**src/rtl/ram_port_arbiter_if.sv**
```systemverilog
// Client-side request/grant bundle for one port of the table RAM arbiter.
// The client drives the request fields; the arbiter returns grant and read-valid.
interface ram_port_arbiter_if #(
    parameter int DataWidth   = 32,
    parameter int RAMAddWidth = 2
);
    logic                   req;
    logic                   we;
    logic [RAMAddWidth-1:0] addr;
    logic [DataWidth-1:0]   wdata;
    logic                   gnt;
    logic                   rvalid;

    modport master (
        output req, we, addr, wdata,
        input  gnt, rvalid
    );

    modport slave (
        input  req, we, addr, wdata,
        output gnt, rvalid
    );
endinterface

```
**src/rtl/ram_port_arbiter.sv**
```systemverilog
// Round-robin arbiter sharing RAM port A between the lookup and update clients.
// Clears every RAM word after reset, then grants with registered RAM controls.
module ram_port_arbiter #(
    parameter int DataWidth   = 32,
    parameter int RAMAddWidth = 2,
    parameter int DataDepth   = 4,
    parameter int ReadLatency = 2
) (
    input  logic                   clk,
    input  logic                   reset,
    ram_port_arbiter_if.slave      c0,
    ram_port_arbiter_if.slave      c1,
    output logic [DataWidth-1:0]   rdata,
    output logic                   init_done,
    output logic [RAMAddWidth-1:0] address_a,
    output logic [DataWidth-1:0]   data_a,
    output logic                   rden_a,
    output logic                   wren_a,
    input  logic [DataWidth-1:0]   q_a
);
    localparam int CntWidth = RAMAddWidth + 1;

    typedef enum logic {
        INIT,
        RUN
    } state_t;

    state_t                 state, state_nxt;
    logic [CntWidth-1:0]    init_cnt, cnt_nxt;
    logic                   rr, rr_nxt;
    logic [1:0]             gnt, gnt_nxt;
    logic                   rden_nxt, wren_nxt;
    logic                   rd_id, id_nxt;
    logic [RAMAddWidth-1:0] addr_nxt;
    logic [DataWidth-1:0]   data_nxt;
    logic                   sel;
    logic [ReadLatency-1:0] pipe_v, pipe_id;

    always_comb begin
        state_nxt = state;
        cnt_nxt   = init_cnt;
        rr_nxt    = rr;
        gnt_nxt   = 2'b00;
        rden_nxt  = 1'b0;
        wren_nxt  = 1'b0;
        id_nxt    = rd_id;
        addr_nxt  = address_a;
        data_nxt  = data_a;
        sel       = 1'b0;
        unique case (state)
            INIT: begin
                if (init_cnt == CntWidth'(DataDepth)) begin
                    state_nxt = RUN;
                end else begin
                    wren_nxt = 1'b1;
                    addr_nxt = init_cnt[RAMAddWidth-1:0];
                    data_nxt = '0;
                    cnt_nxt  = init_cnt + CntWidth'(1);
                end
            end
            RUN: begin
                // rr names the favoured client when both are pending
                sel = (c0.req & c1.req) ? rr : c1.req;
                if (c0.req | c1.req) begin
                    gnt_nxt  = sel ? 2'b10 : 2'b01;
                    rr_nxt   = ~sel;
                    id_nxt   = sel;
                    wren_nxt = sel ? c1.we : c0.we;
                    rden_nxt = ~wren_nxt;
                    addr_nxt = sel ? c1.addr : c0.addr;
                    if (wren_nxt) begin
                        data_nxt = sel ? c1.wdata : c0.wdata;
                    end
                end
            end
            default: state_nxt = INIT;
        endcase
    end

    always_ff @(posedge clk) begin
        if (reset) begin
            state     <= INIT;
            init_cnt  <= '0;
            rr        <= 1'b0;
            gnt       <= 2'b00;
            rden_a    <= 1'b0;
            wren_a    <= 1'b0;
            rd_id     <= 1'b0;
            address_a <= '0;
            data_a    <= '0;
        end else begin
            state     <= state_nxt;
            init_cnt  <= cnt_nxt;
            rr        <= rr_nxt;
            gnt       <= gnt_nxt;
            rden_a    <= rden_nxt;
            wren_a    <= wren_nxt;
            rd_id     <= id_nxt;
            address_a <= addr_nxt;
            data_a    <= data_nxt;
        end
    end

    // {valid, client} tracks each read until q_a carries its data
    always_ff @(posedge clk) begin
        if (reset) begin
            pipe_v  <= '0;
            pipe_id <= '0;
        end else begin
            pipe_v[0]  <= rden_a;
            pipe_id[0] <= rd_id;
            for (int i = 1; i < ReadLatency; i++) begin
                pipe_v[i]  <= pipe_v[i-1];
                pipe_id[i] <= pipe_id[i-1];
            end
        end
    end

    assign init_done = (state == RUN);
    assign c0.gnt    = gnt[0];
    assign c1.gnt    = gnt[1];
    assign c0.rvalid = pipe_v[ReadLatency-1] & ~pipe_id[ReadLatency-1];
    assign c1.rvalid = pipe_v[ReadLatency-1] & pipe_id[ReadLatency-1];
    assign rdata     = pipe_v[ReadLatency-1] ? q_a : '0;
endmodule

```
**src/flat_wrapper.sv**
```systemverilog
// flat-port wrapper written by rule: the top's interface ports become plain ports
module ram_port_arbiter_flat 
#(
    parameter int DataWidth   = 32,
    parameter int RAMAddWidth = 2,
    parameter int DataDepth   = 4,
    parameter int ReadLatency = 2
)
  (clk, reset, rdata, init_done, address_a, data_a, rden_a, wren_a, q_a, c0_req, c0_we, c0_addr, c0_wdata, c0_gnt, c0_rvalid, c1_req, c1_we, c1_addr, c1_wdata, c1_gnt, c1_rvalid);
  ram_port_arbiter_if #(.DataWidth(DataWidth), .RAMAddWidth(RAMAddWidth)) c0_i ();
  ram_port_arbiter_if #(.DataWidth(DataWidth), .RAMAddWidth(RAMAddWidth)) c1_i ();
  input  logic clk;
  input  logic reset;
  output logic [DataWidth-1:0] rdata;
  output logic init_done;
  output logic [RAMAddWidth-1:0] address_a;
  output logic [DataWidth-1:0] data_a;
  output logic rden_a;
  output logic wren_a;
  input  logic [DataWidth-1:0] q_a;
  input wire logic [$bits(c0_i.req)-1:0] c0_req;
  input wire logic [$bits(c0_i.we)-1:0] c0_we;
  input wire logic [$bits(c0_i.addr)-1:0] c0_addr;
  input wire logic [$bits(c0_i.wdata)-1:0] c0_wdata;
  output wire logic [$bits(c0_i.gnt)-1:0] c0_gnt;
  output wire logic [$bits(c0_i.rvalid)-1:0] c0_rvalid;
  input wire logic [$bits(c1_i.req)-1:0] c1_req;
  input wire logic [$bits(c1_i.we)-1:0] c1_we;
  input wire logic [$bits(c1_i.addr)-1:0] c1_addr;
  input wire logic [$bits(c1_i.wdata)-1:0] c1_wdata;
  output wire logic [$bits(c1_i.gnt)-1:0] c1_gnt;
  output wire logic [$bits(c1_i.rvalid)-1:0] c1_rvalid;
  assign c0_i.req = c0_req;
  assign c0_i.we = c0_we;
  assign c0_i.addr = c0_addr;
  assign c0_i.wdata = c0_wdata;
  assign c0_gnt = c0_i.gnt;
  assign c0_rvalid = c0_i.rvalid;
  assign c1_i.req = c1_req;
  assign c1_i.we = c1_we;
  assign c1_i.addr = c1_addr;
  assign c1_i.wdata = c1_wdata;
  assign c1_gnt = c1_i.gnt;
  assign c1_rvalid = c1_i.rvalid;
  ram_port_arbiter #(.DataWidth(DataWidth), .RAMAddWidth(RAMAddWidth), .DataDepth(DataDepth), .ReadLatency(ReadLatency)) u_core (.clk(clk), .reset(reset), .c0(c0_i), .c1(c1_i), .rdata(rdata), .init_done(init_done), .address_a(address_a), .data_a(data_a), .rden_a(rden_a), .wren_a(wren_a), .q_a(q_a));
endmodule
```
**config.mk**
```make
export PLATFORM = sky130hd
export DESIGN_NAME = ram_port_arbiter_flat
export DESIGN_NICKNAME = d
export VERILOG_FILES = /design/src/rtl/ram_port_arbiter_if.sv /design/src/rtl/ram_port_arbiter.sv /design/src/flat_wrapper.sv
export SDC_FILE = /design/constraint.sdc
export NUM_CORES = 1
export LEC_CHECK = 0
export CELL_PAD_IN_SITES_DETAIL_PLACEMENT = 1
export CELL_PAD_IN_SITES_GLOBAL_PLACEMENT = 1
export CORE_MARGIN = 2
export CORE_UTILIZATION = 27
export DETAILED_ROUTE_END_ITERATION = 10
export GPL_ROUTABILITY_DRIVEN = 0
export GPL_TIMING_DRIVEN = 0
export PLACE_DENSITY = 0.86
export SETUP_SLACK_MARGIN = 0.05
export SKIP_LAST_GASP = 1
export SYNTH_ARGS = -nofsm -noshare
export SYNTH_HDL_FRONTEND = slang
export SYNTH_SLANG_ARGS = --single-unit
```
**constraint.sdc**
```tcl
create_clock -name clk -period 2.97 [get_ports clk]
set_input_delay 0.891 -clock clk [delete_from_list [all_inputs] [get_ports clk]]
set_output_delay 0.891 -clock clk [all_outputs]
set_load 0.05 [all_outputs]
```
After elaboration in Yosys (flattened, before gate mapping)
Index checks and enable logic that the tools add are counted.
W data, S select, Z words.
{"block": "totals", "reg_bits": 48, "word_cells": 49}
{"block": "op_classes", "n_addsub": 1, "n_eq_ne": 4, "muxes": 18, "bitwise_logic": 10, "n_reduce_logical": 5}
{"operator": "$mux W32", "n": 5}
{"operator": "$pmux W32 S2", "n": 1}
{"operator": "$mux W2", "n": 4}
{"operator": "$mux W1", "n": 6}
{"operator": "$ne A2 B2 Y1 const B", "n": 3}
{"operator": "$not A1 Y1", "n": 6}
{"operator": "$reduce_and A2 Y1", "n": 3}
{"operator": "$pmux W2 S2", "n": 1}
{"operator": "$add A3 B1 Y3 const B", "n": 1}
{"operator": "$and A1 B1 Y1", "n": 3}
{"operator": "$eq A3 B3 Y1 const B", "n": 1}
{"operator": "$reduce_and A3 Y1", "n": 1}
{"operator": "$reduce_or A3 Y1", "n": 1}
{"operator": "$pmux W1 S2", "n": 1}
{"operator": "$or A1 B1 Y1", "n": 1}

Logic depth before layout (Yosys ltp)
Gate-level depths: netlist of the first run.
{"block": "logic_depth", "word_depth": 6, "ltp_mapped": 7, "depth_no_buf": 6}

Worst setup path before layout of the first run
Ideal clock, no wire load.
{"block": "synth_timing", "kind": "input to output", "start": "in q_a[0]", "end": "out rdata[0]", "arrival_ns": 1.303, "path_slack_ns": 0.776, "stages": 1, "path_buffers": 0, "path_cell_list": "and2_1"}
{"block": "synth_between", "elab_chain_cells": 1}
{"element": "from (decl)", "line_no": "flat_wrapper.sv:20", "rtl": "input logic [DataWidth-1:0] q_a;"}
{"element": "$mux W32", "line_no": "ram_port_arbiter.sv:124", "rtl": "assign rdata = pipe_v[ReadLatency-1] ? q_a : '0;"}
{"element": "to (decl)", "line_no": "flat_wrapper.sv:14", "rtl": "output logic [DataWidth-1:0] rdata;"}
No other way between the ends.

Worst setup path after layout of the first run
Ends and elaborated chain as after synthesis.

==> results of run 1 <==
## cells by family (layout without fill, tap and decap cells)
| group | count (synthesis) | after routing | share of synthesized area [%] |
|---|---|---|---|
| AND/OR/NAND/NOR | 130 | 130 | 27.6 |
| AO/OA/AOI/OAI | 79 | 79 | 18.4 |
| flip-flops | 48 | 48 | 34.1 |
| multiplexers | 32 | 32 | 11.4 |
| buffers and inverters | 31 | 217 | 7.03 |
| adder cells (fa/ha/maj) | 2 | 2 | 0.889 |
| XOR/XNOR | 2 | 2 | 0.623 |
## what timing repair did
item                                    4_1_cts  5_1_grt
gates resized for setup                      36        9
gates cloned                                  0        0
endpoints found under the setup margin       32        8
## worst max-delay path, stage by stage
cell and delay (ns):
clkdlybuf4s50_1 0.46, and2_1 0.12, dlygate4sd2_1 0.52
## layout make-up
class	instances	area [um2]	area share [%]
Clock inverter	1	7.51	0.156
Inverter	2	7.51	0.156
Timing Repair Buffer	178	1740	36.1
Clock buffer	7	86.3	1.79
Buffer	29	190	3.95
Sequential cell	48	961	19.9
Tap cell	136	170	3.53
Multi-Input combinational cell	245	1660	34.4
## sequential cells by signal (all words and copies together) (netlist names)
register and flops:
u_core.wren_a 1, u_core.rr 1, u_core.pipe_id 2, u_core.init_cnt 3, u_core.init_done 1, u_core.rd_id 1, u_core.rden_a 1, u_core.data_a 32
u_core.gnt 2, u_core.address_a 2, u_core.pipe_v 2
## worst paths after layout
path                                         end  slack (ns)  depth (start not counted)
hold reg to reg      u_core.pipe_v[1]$_SDFF_PP0_        0.46                          1
hold / removal       u_core.pipe_v[1]$_SDFF_PP0_        0.46                          1
setup / recovery                        rdata[0]        0.08                          3
setup reg to reg  u_core.data_a[15]$_SDFFE_PP0P_        1.02                          7
## synth_stat cells
cell / number / area share, %
o21ai_4: 1 / 0.58
nor2_1: 11 / 1.5
a311oi_1: 1 / 0.31
a41oi_2: 1 / 0.58
a21oi_1: 5 / 0.89
nand2b_1: 33 / 7.3
inv_1: 2 / 0.27
o22a_1: 1 / 0.31
buf_12: 3 / 2.1
ha_1: 2 / 0.89
o41ai_1: 2 / 0.62
xor2_1: 1 / 0.31
a21boi_0: 30 / 8.0
mux2i_1: 32 / 11
nand2_1: 7 / 0.93
or3b_1: 1 / 0.31
nor2b_1: 8 / 1.8
nand2b_2: 1 / 0.31
buf_6: 3 / 1.2
xnor2_1: 1 / 0.31
dfxtp_1: 48 / 34
o21ai_0: 30 / 5.3
and2_1: 33 / 7.3
nand2_2: 2 / 0.44
clkbuf_1: 15 / 2.0
buf_2: 8 / 1.4
nand3b_1: 2 / 0.53
a32oi_1: 1 / 0.31
o21ai_1: 5 / 0.89
and3_1: 32 / 7.1
a21boi_1: 2 / 0.53
## power breakdown
| part | switching (mW) | internal, mW |
|---|---|---|
| clock network | 0.231 | 0.190 |
| registers | 0.0382 | 0.693 |
| logic | 0.383 | 0.370 |
| total | 0.652 | 1.25 |
## layer usage
metal / part of all wire, % / global-route usage [%]
met1: 41 / 21.7
met2: 52 / 36.8
met3: 6.1 / 4.11
met4: 1.4 / 4.32
met5: 0 / 0
## through the flow
stage	setup slack [ns]	hold WS, ns	util, %
3_3_place_gp	-0.246	0.424	46.6
6_report	0.0837	0.457	47.1
4_1_cts	0.0236	0.462	47.2
2_1_floorplan	0.776	0.414	-
3_5_place_dp	-0.253	0.448	46.6
5_1_grt	0.0480	0.471	47.1
==> out/results.txt, run 1 <==
Worst slew margin - 62.8%
Crit path DAT - 2.00 ns
Final cell count without fillers - 646
First-pass detailed-route iteration total - 4
Routed Antenna Nets - 0
Area grow syn2layout - 71.2%
Max-slew violations - 0
Worst-Margin Slew - 0.556 ns
Detailed Route WL - 11.0 mm
Maximum fanout along the worst path - 1
Core area - 0.0102 mm2
DR DRC count - 0
CTS tree - done
Clock Sinks - 48
Crit start category - primary input
Vias in the first global route - 3,316
Pwr Density - 395 mW/mm2
Hold Crit Class - reg2reg
Final setup vio count - 0
Largest net degree at the start of global routing - 15
Post-route cell area - 0.00482 mm2
Post-Synthesis Cells - 324
Peak VDD IR - 0.207 mV
Total negative slack - 0 ns
CP Capture Type - output port
Commonest non-fill, non-tap cell in the layout - clkdlybuf4s50_1
Initial drt markers - 80
Final #Nets - 617
Chip width - 106 um
Avg Cell Area, Syn - 8.69 um2
Clock-pin slew on the worst setup and hold paths - 0.09 ns
Post-CTS Repair Setup Buffers - 0
WL/cell - 17.0 um
Skew final - 0.0161 ns
Synth unique cells - 31
GRT Total Usage - 19.2%
Power consumption - 1.90 mW
CP Data Required Time - 2.08 ns
Post-DP HPWL - 8.80 mm
Worst Setup SP - q_a[0]
Htree depth - 2
Reg2reg start - u_core.init_cnt[0]$_SDFFE_PP0P_
Row count - 37
Sequential area share after synthesis - 34.1%
Post-synth design cell area - 0.00281 mm2
Syn nets - 432
Synth warn - 0
Die Span Y - 106 um
Die area - 0.0113 mm2
Period minus WS final - 2.89 ns
Area after DPL - 0.00477 mm2
Clock root buffer master - clkbuf_8
Leakage - 2.12 nW
Worst Path Class, Setup - in2out
Max cap viols - 0
Effective utilization at floorplan - 27.5%
Via count - 3,061
Placed cells - 638
Cts bufs inserted - 5
Yosys reg bits - 48
Number of port buffers - 178
Status - finished clean
Hold Crit Start - u_core.pipe_v[0]$_SDFF_PP0_
Peak Freq - 346 MHz
Vias per cell - 4.74
Overflow after GRT - 0
Final Cycle Share - 97.2%
Bufs on Longest Clock Path - 2
Initial antenna violation count - 0
Final hold vios - 0
First-pass GRT wire length - 17.2 mm
Share of layout cells above drive strength 1 - 5.69%
Clock latency on the worst-skew pair - 0.31 ns
Ant. Diodes - 0
Most frequent cells in the layout - 146 x clkdlybuf4s50_1, 48 x dfxtp_1, 33 x and2_1, 33 x nand2b_1
Filler cell count in the final layout - 1,209
I/O pin count - 179
Cts hold-fix bufs - 0
RSZ-0062 raised after global routing - true
Note: power is estimated with default switching activity, not from simulation.
==> run 2: changes to the inputs <==
--- a/config.mk
+++ b/config.mk
@@ -5,6 +5,7 @@
 export SDC_FILE = /design/constraint.sdc
 export NUM_CORES = 1
 export LEC_CHECK = 0
+export CAP_MARGIN = 20
 export CELL_PAD_IN_SITES_DETAIL_PLACEMENT = 1
 export CELL_PAD_IN_SITES_GLOBAL_PLACEMENT = 1
 export CORE_MARGIN = 2
==> results of run 2 <==
Final layout, timing and power as in run 1 (identical DEF).
==> run 3: changes to the inputs <==
--- a/config.mk
+++ b/config.mk
@@ -5,7 +5,6 @@
 export SDC_FILE = /design/constraint.sdc
 export NUM_CORES = 1
 export LEC_CHECK = 0
-export CAP_MARGIN = 20
 export CELL_PAD_IN_SITES_DETAIL_PLACEMENT = 1
 export CELL_PAD_IN_SITES_GLOBAL_PLACEMENT = 1
 export CORE_MARGIN = 2
@@ -16,6 +15,7 @@
 export PLACE_DENSITY = 0.86
 export SETUP_SLACK_MARGIN = 0.05
 export SKIP_LAST_GASP = 1
+export SLEW_MARGIN = 10
 export SYNTH_ARGS = -nofsm -noshare
 export SYNTH_HDL_FRONTEND = slang
 export SYNTH_SLANG_ARGS = --single-unit
==> results of run 3 <==
Final layout, timing and power as in run 1 (identical DEF).
